<file path="src/rtl/pe_partial_sum_accumulator.sv">
// Partial-sum accumulator behind the 16-lane PE: sums signed beats per group, emits one saturated result.
// Optional build macro PE_ACC_RELU_EN: negative results are output as zero after the OUT_W clamp.
module pe_partial_sum_accumulator #(
    parameter int unsigned IN_W      = 16,
    parameter int unsigned ACC_W     = 24,
    parameter int unsigned OUT_W     = 16,
    parameter int unsigned MAX_BEATS = 64,
    parameter int unsigned CNT_W     = 7
) (
    input  logic             clk,
    input  logic             rst_n,
    input  logic             in_valid,
    output logic             in_ready,
    input  logic [IN_W-1:0]  in_data,
    input  logic             in_last,
    output logic             out_valid,
    input  logic             out_ready,
    output logic [OUT_W-1:0] out_data,
    output logic [CNT_W-1:0] out_beats,
    output logic             out_sat
);

    localparam logic [ACC_W-1:0] ACC_MAX = {1'b0, {(ACC_W-1){1'b1}}};
    localparam logic [ACC_W-1:0] ACC_MIN = {1'b1, {(ACC_W-1){1'b0}}};
    localparam logic [OUT_W-1:0] OUT_MAX = {1'b0, {(OUT_W-1){1'b1}}};
    localparam logic [OUT_W-1:0] OUT_MIN = {1'b1, {(OUT_W-1){1'b0}}};

    logic [ACC_W-1:0] acc_q;
    logic [CNT_W-1:0] beat_cnt_q;
    logic             grp_sat_q;

    logic             accept;
    logic             group_end;
    logic             acc_ovf;
    logic             out_ovf;
    logic [ACC_W:0]   sum_wide;
    logic [ACC_W-1:0] acc_next;
    logic [CNT_W-1:0] beat_next;
    logic [OUT_W-1:0] res_clamped;
    logic [OUT_W-1:0] res_final;

    assign in_ready = !out_valid || out_ready;
    assign accept   = in_valid && in_ready;

    always_comb begin
        sum_wide = {acc_q[ACC_W-1], acc_q} + {{(ACC_W+1-IN_W){in_data[IN_W-1]}}, in_data};
        acc_ovf  = sum_wide[ACC_W] != sum_wide[ACC_W-1];
        if (acc_ovf) begin
            acc_next = sum_wide[ACC_W] ? ACC_MIN : ACC_MAX;
        end else begin
            acc_next = sum_wide[ACC_W-1:0];
        end
        // Fits in OUT_W iff every bit from the OUT_W sign bit upward matches the acc sign.
        out_ovf = acc_next[ACC_W-1:OUT_W-1] != {(ACC_W-OUT_W+1){acc_next[ACC_W-1]}};
        if (out_ovf) begin
            res_clamped = acc_next[ACC_W-1] ? OUT_MIN : OUT_MAX;
        end else begin
            res_clamped = acc_next[OUT_W-1:0];
        end
`ifdef PE_ACC_RELU_EN
        res_final = res_clamped[OUT_W-1] ? '0 : res_clamped;
`else
        res_final = res_clamped;
`endif
        beat_next = beat_cnt_q + CNT_W'(1);
        group_end = in_last || (beat_next == CNT_W'(MAX_BEATS));
    end

    always_ff @(posedge clk or negedge rst_n) begin
        if (!rst_n) begin
            acc_q      <= '0;
            beat_cnt_q <= '0;
            grp_sat_q  <= 1'b0;
            out_valid  <= 1'b0;
            out_data   <= '0;
            out_beats  <= '0;
            out_sat    <= 1'b0;
        end else begin
            if (accept) begin
                if (group_end) begin
                    acc_q      <= '0;
                    beat_cnt_q <= '0;
                    grp_sat_q  <= 1'b0;
                end else begin
                    acc_q      <= acc_next;
                    beat_cnt_q <= beat_next;
                    grp_sat_q  <= grp_sat_q | acc_ovf;
                end
            end
            // A new result may overwrite the slot in the same cycle the old one is taken.
            if (accept && group_end) begin
                out_valid <= 1'b1;
                out_data  <= res_final;
                out_beats <= beat_next;
                out_sat   <= grp_sat_q | acc_ovf | out_ovf;
            end else if (out_valid && out_ready) begin
                out_valid <= 1'b0;
            end
        end
    end

endmodule
</file>
<file path="config.mk">
export PLATFORM = sky130hd
export DESIGN_NAME = pe_partial_sum_accumulator
export DESIGN_NICKNAME = d
export VERILOG_FILES = /design/src/rtl/pe_partial_sum_accumulator.sv
export SDC_FILE = /design/constraint.sdc
export NUM_CORES = 1
export LEC_CHECK = 0
export ABC_AREA = 1
export CAP_MARGIN = 20
export CORE_ASPECT_RATIO = 0.7
export CORE_MARGIN = 1
export CORE_UTILIZATION = 55
export CTS_CLUSTER_DIAMETER = 40
export CTS_CLUSTER_SIZE = 8
export DETAILED_ROUTE_END_ITERATION = 7
export HOLD_SLACK_MARGIN = 0.03
export PLACE_DENSITY_LB_ADDON = 0.05
export SYNTH_ARGS = -nofsm -noshare
export SYNTH_HDL_FRONTEND = slang
export SYNTH_SLANG_ARGS = --single-unit
</file>
<file path="constraint.sdc">
create_clock -name clk -period 6.1 [get_ports clk]
set_clock_uncertainty 0.1 [all_clocks]
set_input_delay 1.22 -clock clk [delete_from_list [all_inputs] [get_ports clk]]
set_output_delay 1.22 -clock clk [all_outputs]
set_load 0.005 [all_outputs]
</file>
# == After elaboration in Yosys (flattened, before gate mapping) ==
# Index checks and enable logic that the tools add are counted.
# op_classes
n_reduce_logical,7
bitwise_logic,2
n_eq_ne,3
muxes,9
addsub,2
# ops
op,n
$mux W24,3
$mux W16,2
$add A24 B16 Y25,1
$ne A8 B8 Y1,1
$add A7 B1 Y7 const B,1
$eq A7 B7 Y1 const B,1
$mux W7,1
$logic_and A1 B1 Y1,3
$mux W1,3
$logic_or A1 B1 Y1,2
$or A1 B1 Y1,2
$reduce_bool A2 Y1,1
$logic_not A1 Y1,1
$ne A1 B1 Y1,1
# totals
wordCells,30
out_inout_bits,26
input_bits,21
regBits,57

# == Depth between registers and ports, before layout ==
# Gate-level depths: netlist of the first run.
# depth
ltp_word,5
mapped_depth,22
ltp_nobuf,21

# == Worst setup path before layout of the first run ==
# Ideal clock, no wire load.
# synth_path
path_type,in2reg
startpoint,in in_data[0]
endpoint,reg out_data[5]
n_path_buf,2
slack_ns,2.457
required_time_ns,5.882
arrival_time_ns,3.425
setup_ns,0.118
cell_stages,20
cell_sequence,ha_1 > fa_1 > nand2_1 > nand3_1 > nand3_1 > nand2_2 > nand2_1 > nand4_1 > nand2_2 > buf_6 > nand3_1 > nand2_1 > nand3_2 > nor2_4 > nand2_2 > nand2_4 > buf_6 > nand2_1 > nand2_1 > nand2_1
# synth_between
elab_chain_len,5
elab_cells_between_ends,7
classes_between,1 x add/sub; 2 x eq/ne; 4 x mux
# synth_lines
item,line_no,source
"start, declared",14,"input logic [IN_W-1:0] in_data,"
$add A24 B16 Y25 *,46,"sum_wide = {acc_q[ACC_W-1], acc_q} + {{(ACC_W+1-IN_W){in_data[IN_W-1]}}, in_data};"
$mux W24 / $ne A1 B1 Y1 (equally long branches),"49, 47",
$mux W24 *,48,if (acc_ovf) begin
$ne A8 B8 Y1 / $mux W16 (equally long branches),"54, 56",
$mux W16 *,55,if (out_ovf) begin
"end signal, assigned",93,out_data <= res_final;
"end, declared",18,"output logic [OUT_W-1:0] out_data,"
# Mark *: on every way between the ends. The rest lies on a longest branch, timed or not.
# A chain may end at the register's enable or synchronous reset.

# == Final worst setup path of the first run ==
# layout_path
startpoint,in in_data[0]
endpoint,reg out_data[7]
# The elaborated chain is that of the path after synthesis.

==> results by group, run 1 <==
Critical path
  • Setup crit end kind: register
  • CP Max Fanout: 16
  • Crit Path Category: input pin to register
  • Type of origin of the critical path: input pin
  • Slowest-stage cell, CP: fa_1
  • CP arrival: 4.78 ns
  • Critical path's most frequent cell: nand2_1
  • Req. time, crit path: 6.27 ns
  • CP cell instances: clkdlybuf4s50_1 -> ha_1 -> fa_1 -> nand2_1 -> nand3_1 -> nand3_1 -> nand2_2 -> nand2_1 -> nand3_2 -> nand2_1 -> nand2_2 -> nand2_1 -> nand2_1 -> o21ai_0 -> nand3_1 -> nand2_1 -> nand2_1 -> nand2_1
  • Crit-path max cell delay: 0.48 ns

Routing
  • Antenna-violating nets left: 0
  • Routed vias/inst: 5.44
  • Vias: 4,614
  • Post-detailed-routing wire length: 12,500 um
  • Drt drc: 0
  • WL per Instance: 14.7 um
  • Initial DRC count: 323
  • Drt pass-1 iters: 5

Synthesis
  • Synth area leader: dfrtp_1
  • Most frequent cell after synthesis: nand2_1
  • Register area share after synthesis: 31.5%
  • Gate Count Post-Synth: 698
  • Post-synthesis net count: 745
  • Top-area cell type share of the netlist area: 31.5%
  • Synth top cells by count: nand2_1 (274), inv_1 (99), dfrtp_1 (57)
  • Post-synth ARST share: 100%
  • Main synth FF type: dfrtp_1
  • Post-synthesis cell type count: 33
  • Mapped Area: 4530 um^2
  • Seq cells post-synth: 57
  • Mean area per synthesized cell: 6.49 um^2
  • EDFF count, synth: 0
  • Ys Warns: 0
  • Synth area leaders: dfrtp_1 (32%), nand2_1 (23%), inv_1 (8.2%)

Final layout
  • Number of antenna diodes: 0
  • Layout Area Growth over Synthesis: 18.5%
  • Share of layout cells above drive strength 1: 4.95%
  • # nets final: 789
  • Filler cell count: 737
  • Post-layout util: 67.9%

GRT
  • Vias in the first global route: 4,140
  • Largest net degree at the start of global routing: 58
  • Antenna violations before repair: 0
  • Gr usage total: 30.3%
  • Total grt overflow: 0
  • First-pass GRT wire length: 20,400 um

Worst hold path
  • Hold crit path type: register to register

Die
  • Initial Util: 57.3%
  • Die H: 77.9 um
  • Die W: 110 um
  • Core area: 7910 um^2
  • Total die area: 8610 um^2
  • Std-Cell Rows: 27
  • I/O Pins: 47

STA
  • Min cycle time layout: 4.61 ns
  • FMAX: 0.217 GHz
  • Hold Vio Cnt, Final: 0
  • Max Slew Vio Count: 0
  • RSZ-0062 raised after global routing: false
  • Worst slew pin tran: 0.732 ns
  • Final setup fails: 0
  • Final Cycle Share: 75.6%
  • Fin Setup TNS: 0 ns
  • Slew headroom: 51.2%

CTS
  • CTS root buf: clkbuf_16
  • Sink Count: 57
  • Num CTS Buffers: 9
  • CTS tree: done
  • Clock transition at the registers of the reported paths: 0.05 ns
  • Hold_buf cts: 0
  • Worst-Skew Late Latency: 0.33 ns
  • Total setup buffers inserted after CTS: 0
  • CTS H-Tree Depth: 3
  • Post-CTS sizing: 0
  • Clock Path Buffers: 2

Placement
  • Dpl hpwl: 9640 um
  • Port-buffer cells: 46
  • Placer Congestion: 0.969

Power
  • Static Leakage: 2.89 nW
  • Peak VDD IR: 0.000333 V
  • P per Cell Area: 518 nW/um^2

Status
  • Status: finished clean

Run
  • Max Cap Violations: 0
routing by layer:
layer	vias up	GRT usage (%)	routed length (um)	share of wire (%)
li1	2308	-	-	-
met1	2160	44.5	6200	50
met2	136	46.2	5310	43
met4	0	6.27	97	0.78
met5	-	0	0	0
met3	10	5.86	867	7.0
worst paths after layout:
| check | slack [ns] | from | cells after the start | to |
|---|---|---|---|---|
| worst max-delay path | 1.49 | in_data[0] | 18 | out_data[7]$_DFFE_PN0P_ |
| worst min-delay path | 0.38 | out_data[5]$_DFFE_PN0P_ | 2 | out_data[5]$_DFFE_PN0P_ |
| worst max register to register | 2.48 | acc_q[0]$_DFFE_PN0P_ | 17 | out_data[7]$_DFFE_PN0P_ |
| worst min register to register | 0.38 | out_data[5]$_DFFE_PN0P_ | 2 | out_data[5]$_DFFE_PN0P_ |
| max in group asynchronous | 4.48 | rst_n | 2 | acc_q[17]$_DFFE_PN0P_ |
| min in group asynchronous | 0.94 | rst_n | 2 | acc_q[9]$_DFFE_PN0P_ |
critical path: cells and delay by family:
kind                     cells  cell delay, ns
buffers and inverters        1            0.44
AO/OA/AOI/OAI                1            0.39
AND/OR/NAND/NOR             14            1.97
adder cells (fa/ha/maj)      2            0.75
cells in the final DEF, fill, tap and decap left out, types with 4 or more instances in the layout:
cell,Yosys,layout
nand2_1,274,274
inv_1,99,99
dfrtp_1,57,57
clkdlybuf4s50_1,0,45
o21ai_0,42,42
nand3_1,38,38
nor2_1,35,35
a21oi_1,29,29
ha_1,25,25
nand4_1,15,15
a22o_1,15,15
xor2_1,12,12
clkbuf_16,0,9
nand2_2,6,6
xnor2_1,6,6
and2_1,4,4
o22ai_1,4,4
buf_4,2,4
registers in the layout, summed over array words and instances, names as in the netlist:
name and cells:
acc_q 24, out_data 16, beat_cnt_q 7, out_beats 7
grp_sat_q 1, out_sat 1, out_valid 1
where the power goes:
part / leakage, nW / total [mW] / internal, mW / switching (mW)
clock network: 0.151 / 0.523 / 0.348 / 0.175
registers: 0.737 / 0.603 / 0.515 / 0.0880
logic: 2.00 / 1.65 / 0.592 / 1.06
final cells by class:
cell class	count	area [um^2]	area share (%)
Multi-Input combinational cell	522	2630	49.0
Timing Repair Buffer	50	485	9.04
Clock inverter	4	50.0	0.932
Sequential cell	57	1430	26.6
Clock buffer	12	267	4.97
Inverter	102	383	7.13
Tap cell	101	126	2.35
cell families (layout without fill, tap and decap cells):
kind of cell	Yosys count	in the layout	synth area share (%)
fa+ha+maj	26	26	7.35
compound gates	93	93	11.7
simple gates	385	385	35.5
xor+xnor	18	18	3.48
flops	57	57	31.5
buf+inv	119	168	10.4
per-stage QoR:
stage | instances | setup WS (ns) | area (um^2) | total power [mW] | hold WS [ns]
2_1_floorplan | 698 | 2.46 | 4530 | 1.75 | 0.348
3_3_place_gp | 832 | 1.34 | 5050 | 2.19 | 0.364
3_5_place_dp | 832 | 1.25 | 5050 | 2.21 | 0.368
4_1_cts | 848 | 1.54 | 5370 | 2.76 | 0.381
5_1_grt | 848 | 1.11 | 5370 | 3.02 | 0.401
6_report | 848 | 1.49 | 5370 | 2.78 | 0.377
(Power assumes the default switching activity.)
==> inputs of run 2 (changes only) <==
- CORE_UTILIZATION: 55 -> 52
- clock period: 6.1 -> 3.94 ns (I/O delays scaled with it)
==> run 2 against run 1 <==
Compared with the run above: critical path depth unchanged; largest power group unchanged; combinational power rose by 79%; via count increased by 2.9%; clock power rose by 64%; global-route usage decreased by 0.61 points; first-iteration DRC count up 3.4%; utilization is 0.46 points lower; critical endpoint is now out_data[13]$_DFFE_PN0P_; worst setup slack lost 1.2 ns; clock-buffer cell count up 2; hold slack worse by 0.0044 ns.
==> results by group, run 2 (synthesized netlist as in run 1, its figures left out) <==
STA
  • Max Slew Vio Count: 0
  • Final Cycle Share: 93.6%
  • Min cycle time layout: 3.69 ns
  • Final setup fails: 0
  • FMAX: 0.271 GHz
  • Slew headroom: 57.8%
  • Hold Vio Cnt, Final: 0
  • RSZ-0062 raised after global routing: false
  • Worst slew pin tran: 0.633 ns
  • Hold_ws: 0.373 ns
  • Fin Setup TNS: 0 ns

Final layout
  • Final cell count without fillers: 901
  • Post-layout util: 67.4%
  • Layout Area Growth over Synthesis: 25.8%
  • Share of layout cells above drive strength 1: 8.83%
  • Final Instance Area: 5690 um^2
  • Reg with most FFs: acc_q
  • Max reg flops: 24
  • Most common cell after layout, fill and taps aside: nand2_1
  • # nets final: 823
  • Regs by FF count: acc_q x24, out_data x16
  • Number of antenna diodes: 0
  • Most frequent cells in the layout: nand2_1 (274), inv_1 (99), dfrtp_1 (57)

GRT
  • Gr usage total: 29.7%
  • First-pass GRT wire length: 20,900 um
  • Vias in the first global route: 4,348
  • Total grt overflow: 0
  • Antenna violations before repair: 0
  • Largest net degree at the start of global routing: 33

Critical path
  • Critical path's most frequent cell: nand2_1
  • Setup crit end kind: register
  • CP cell instances: clkdlybuf4s50_1 -> buf_4 -> ha_1 -> nand2_1 -> nor2_1 -> nand2_1 -> nor2_1 -> nand2_1 -> nand4_1 -> nand2_2 -> nand2_1 -> nand2_1 -> buf_12 -> o21ai_0 -> nand3_1 -> nand2_1 -> nand2_1 -> nand2_1
  • CP Max Fanout: 10
  • Crit-path max cell delay: 0.41 ns
  • Slowest-stage cell, CP: o21ai_0
  • CP top delay family: simple AND/OR/NAND/NOR gates
  • CP arrival: 3.85 ns
  • Req. time, crit path: 4.10 ns
  • Buffers & Inverters on Critical Path: 3
  • Type of origin of the critical path: input pin
  • Crit Path Category: input pin to register

CTS
  • CTS tree: done
  • CTS H-Tree Depth: 3
  • Sink Count: 57
  • CTS root buf: clkbuf_16
  • Clock Path Buffers: 2
  • Worst-Skew Late Latency: 0.33 ns
  • Num CTS Buffers: 9
  • Total setup buffers inserted after CTS: 0
  • Clock transition at the registers of the reported paths: 0.05 ns

Routing
  • WL per Instance: 14.4 um
  • Drt drc: 0
  • Drt pass-1 iters: 6
  • Vias: 4,747
  • Initial DRC count: 334
  • Antenna-violating nets left: 0
  • Post-detailed-routing wire length: 12,900 um
  • Routed vias/inst: 5.27

Die
  • Die W: 114 um
  • Total die area: 9090 um^2
  • Std-Cell Rows: 28
  • Die H: 80.1 um
  • Initial Util: 53.6%
  • Core area: 8440 um^2
  • I/O Pins: 47

Run
  • Max Cap Violations: 0

Placement
  • Placer Congestion: 0.935
  • Port-buffer cells: 46
  • DP Area: 5370 um^2
  • Dpl hpwl: 9880 um
  • Placed insts: 885

Worst hold path
  • Hold crit path type: register to register

Power
  • P per Cell Area: 835 nW/um^2
  • Static Leakage: 3.07 nW
  • Peak VDD IR: 0.000463 V

Status
  • Status: finished clean
-- run 2: cell types whose count changed in the layout (fill, tap and decap cells not counted) --
cell        previous run  this run
buf_4                  4        35
clkinv_2               1         0
buf_12                 0         3
nor2_1                35        34
nor2_2                 3         4
clkinvlp_4             2         0
clkbuf_8               3         2
bufinv_16              1         2
clkbuf_1               0         3
-- run 2: final cells by class --
class,count,area (um^2)
multi-input combinational,522,2630
clock buffer,14,264
sequential,57,1430
inverter,102,383
fill,761,2750
clock inverter,2,60.1
timing repair buffer,84,778
tap,120,150
-- run 2: final timing paths --
kind | slack (ns) | cells past startpoint | start | endpoint
worst max register to register | 0.87 | 18 | acc_q[0]$_DFFE_PN0P_ | out_data[13]$_DFFE_PN0P_
max in group asynchronous | 2.50 | 2 | rst_n | acc_q[23]$_DFFE_PN0P_
worst max-delay path | 0.25 | 18 | in_data[15] | out_data[13]$_DFFE_PN0P_
worst min register to register | 0.37 | 2 | out_data[10]$_DFFE_PN0P_ | out_data[10]$_DFFE_PN0P_
worst min-delay path | 0.37 | 2 | out_data[10]$_DFFE_PN0P_ | out_data[10]$_DFFE_PN0P_
min in group asynchronous | 0.38 | 1 | rst_n | acc_q[12]$_DFFE_PN0P_
-- run 2: routing by layer --
layer  GRT usage (%)  vias to the layer above  routed length, um
met1            42.6                     2176               6490
met3            5.21                       25                816
li1                -                     2378                  -
met2            45.5                      168               5450
met4            8.68                        0                178
met5               0                        -                  0
-- run 2: repair_timing --
action,in CTS,in global routing
hold buffers,0,0
setup endpoints to repair,0,5
resized for setup,0,1
-- run 2: per-stage QoR --
step	power, mW	worst slack (ns)
6_report	4.76	0.253
5_1_grt	5.12	0.0417
4_1_cts	4.72	0.335
3_5_place_dp	3.81	0.00929
3_3_place_gp	3.76	0.00646
2_1_floorplan	2.71	0.729
-- run 2: power by group --
part           internal [mW]  leakage [nW]  switching [mW]  total [mW]
clock                  0.589         0.157           0.271       0.860
combinational           1.21          2.18            1.75        2.96
sequential             0.797         0.737           0.138       0.935
total                   2.60          3.07            2.16        4.76
-- run 2: worst register-to-register path, delay by kind of cell, from the launching register on --
family                     cells  cell delay, ns
and+or+nand+nor               14            1.30
adders and majority gates      2            0.64
AOI/OAI and AO/OA              1            0.41
DFF                            1            0.39
buffers and inverters          1            0.15
==> patch (config.mk and constraints of run 1) <==
Reset style: synchronous (`rst_n`), changed in one clocked block.
--- a/src/rtl/pe_partial_sum_accumulator.sv
+++ b/src/rtl/pe_partial_sum_accumulator.sv
@@ -67,5 +67,5 @@
     end
 
-    always_ff @(posedge clk or negedge rst_n) begin
+    always_ff @(posedge clk) begin
         if (!rst_n) begin
             acc_q      <= '0;
Behaviour: differs if rst_n is asserted again (counterexample within 4 cycles, from zero or initial values and one cycle with rst_n low); with rst_n held inactive, the same outputs for 4 cycles.
==> patch against run 1 <==
The flow now finishes with violations (DRC). Final area rose by 1.0%. Sequential cell count did not move. Register-to-register slack improved by 0.03 ns. Maximum frequency barely moved. Routed wire length rose by 4.4%. Synthesized cell count rose by 13%. Via count rose by 7.9%. Area after synthesis rose by 2.9%. Setup slack improved by 0.0017 ns. Count of clock-buffer cells in the layout fell by 2. Critical path type unchanged. Critical endpoint is now out_data[1].
Power is not compared: it rests on default switching activity, and its combinational part moved more than twofold at a synthesized area within 25%.
==> patch: results (changes against run 1) <==
* Top cells by count, synth: nand2_1, inv_1, nor2_1
* Syn Area/Cell at 5.882 sq um (-9.3%)
* Ys async rst share at 0% (-100 points)
* Drt drc at 4 (+4)
* Outcome: finished, violations left
* Drt pass-1 iters at 7 (+2)
* Post-DP Area at 0.005142 sq mm (+1.8%)
* GRT met3 Usage at 5.802% (-0.058 points)
* Routed met1 length at 6.362 mm (+2.6%)
* Final GP Congestion at 1.015 (+4.7%)
* Unique masters post-synth at 32 (-3.0%)
* Top cells by area, synth: dfxtp_1, nand2_1, inv_1, a21oi_1, ha_1
* Worst hold start: out_data[15]
* GRT Total Usage at 31.21% (+0.95 points)
* Worst setup path startpoint: in_data[15]
* 1st-iter DRT viols at 512 (+59%)
* Cell total after placement at 918 (+10%)
* Failing checks: DRC
* Met1 Usage GRT at 43.58% (-0.88 points)
* Reg2reg start: acc_q[0]
* Post-synthesis sequential area ratio at 24.50% (-7.0 points)
* Layout net count at 877 (+11%)
* Critical Path Slowest Stage Cell: clkdlybuf4s50_1
* Crit-path max FO at 14 (-2)
* WHS at 0.3620 ns (-0.01549 ns)
* Global-route wire length before repair at 21.71 mm (+6.2%)
* Hold EP: out_data[15]
* Vias in the first global route at 4561 (+10%)
* Crit-path max cell delay at 0.61 ns (+0.13 ns)
* Layout cells sized above 1 at 6.619% (+1.7 points)
patch: worst max-delay path by stage:
stage / end / slack [ns] / depth (start not counted)
after global routing: out_sat / 1.14 / 16
final: out_data[1] / 1.49 / 17
after CTS: grp_sat_q / 1.53 / 18
after global placement: grp_sat_q / 1.26 / 18
after detailed placement: grp_sat_q / 1.22 / 18
after floorplan: out_data[10] / 2.44 / 23
patch: area by class of cell:
| type | count | area, sq um |
|---|---|---|
| Tap cell | 101 | 126.4 |
| Sequential cell | 57 | 1141 |
| Inverter | 114 | 427.9 |
| Clock inverter | 2 | 10.01 |
| Fill cell | 754 | 2616 |
| Clock buffer | 10 | 229.0 |
| Timing Repair Buffer | 51 | 525.5 |
| Multi-Input combinational cell | 597 | 2964 |
patch: logic make-up (layout without fill, tap and decap cells):
logic type	after synthesis	in the layout	share of synthesized area, %
buffers and inverters	138	177	12.01
xor gates and xnor gates	17	17	3.196
AOI/OAI and AO/OA	88	88	9.616
adders and majority gates	26	26	7.145
and+or+nand+nor	466	466	43.54
DFF	57	57	24.50
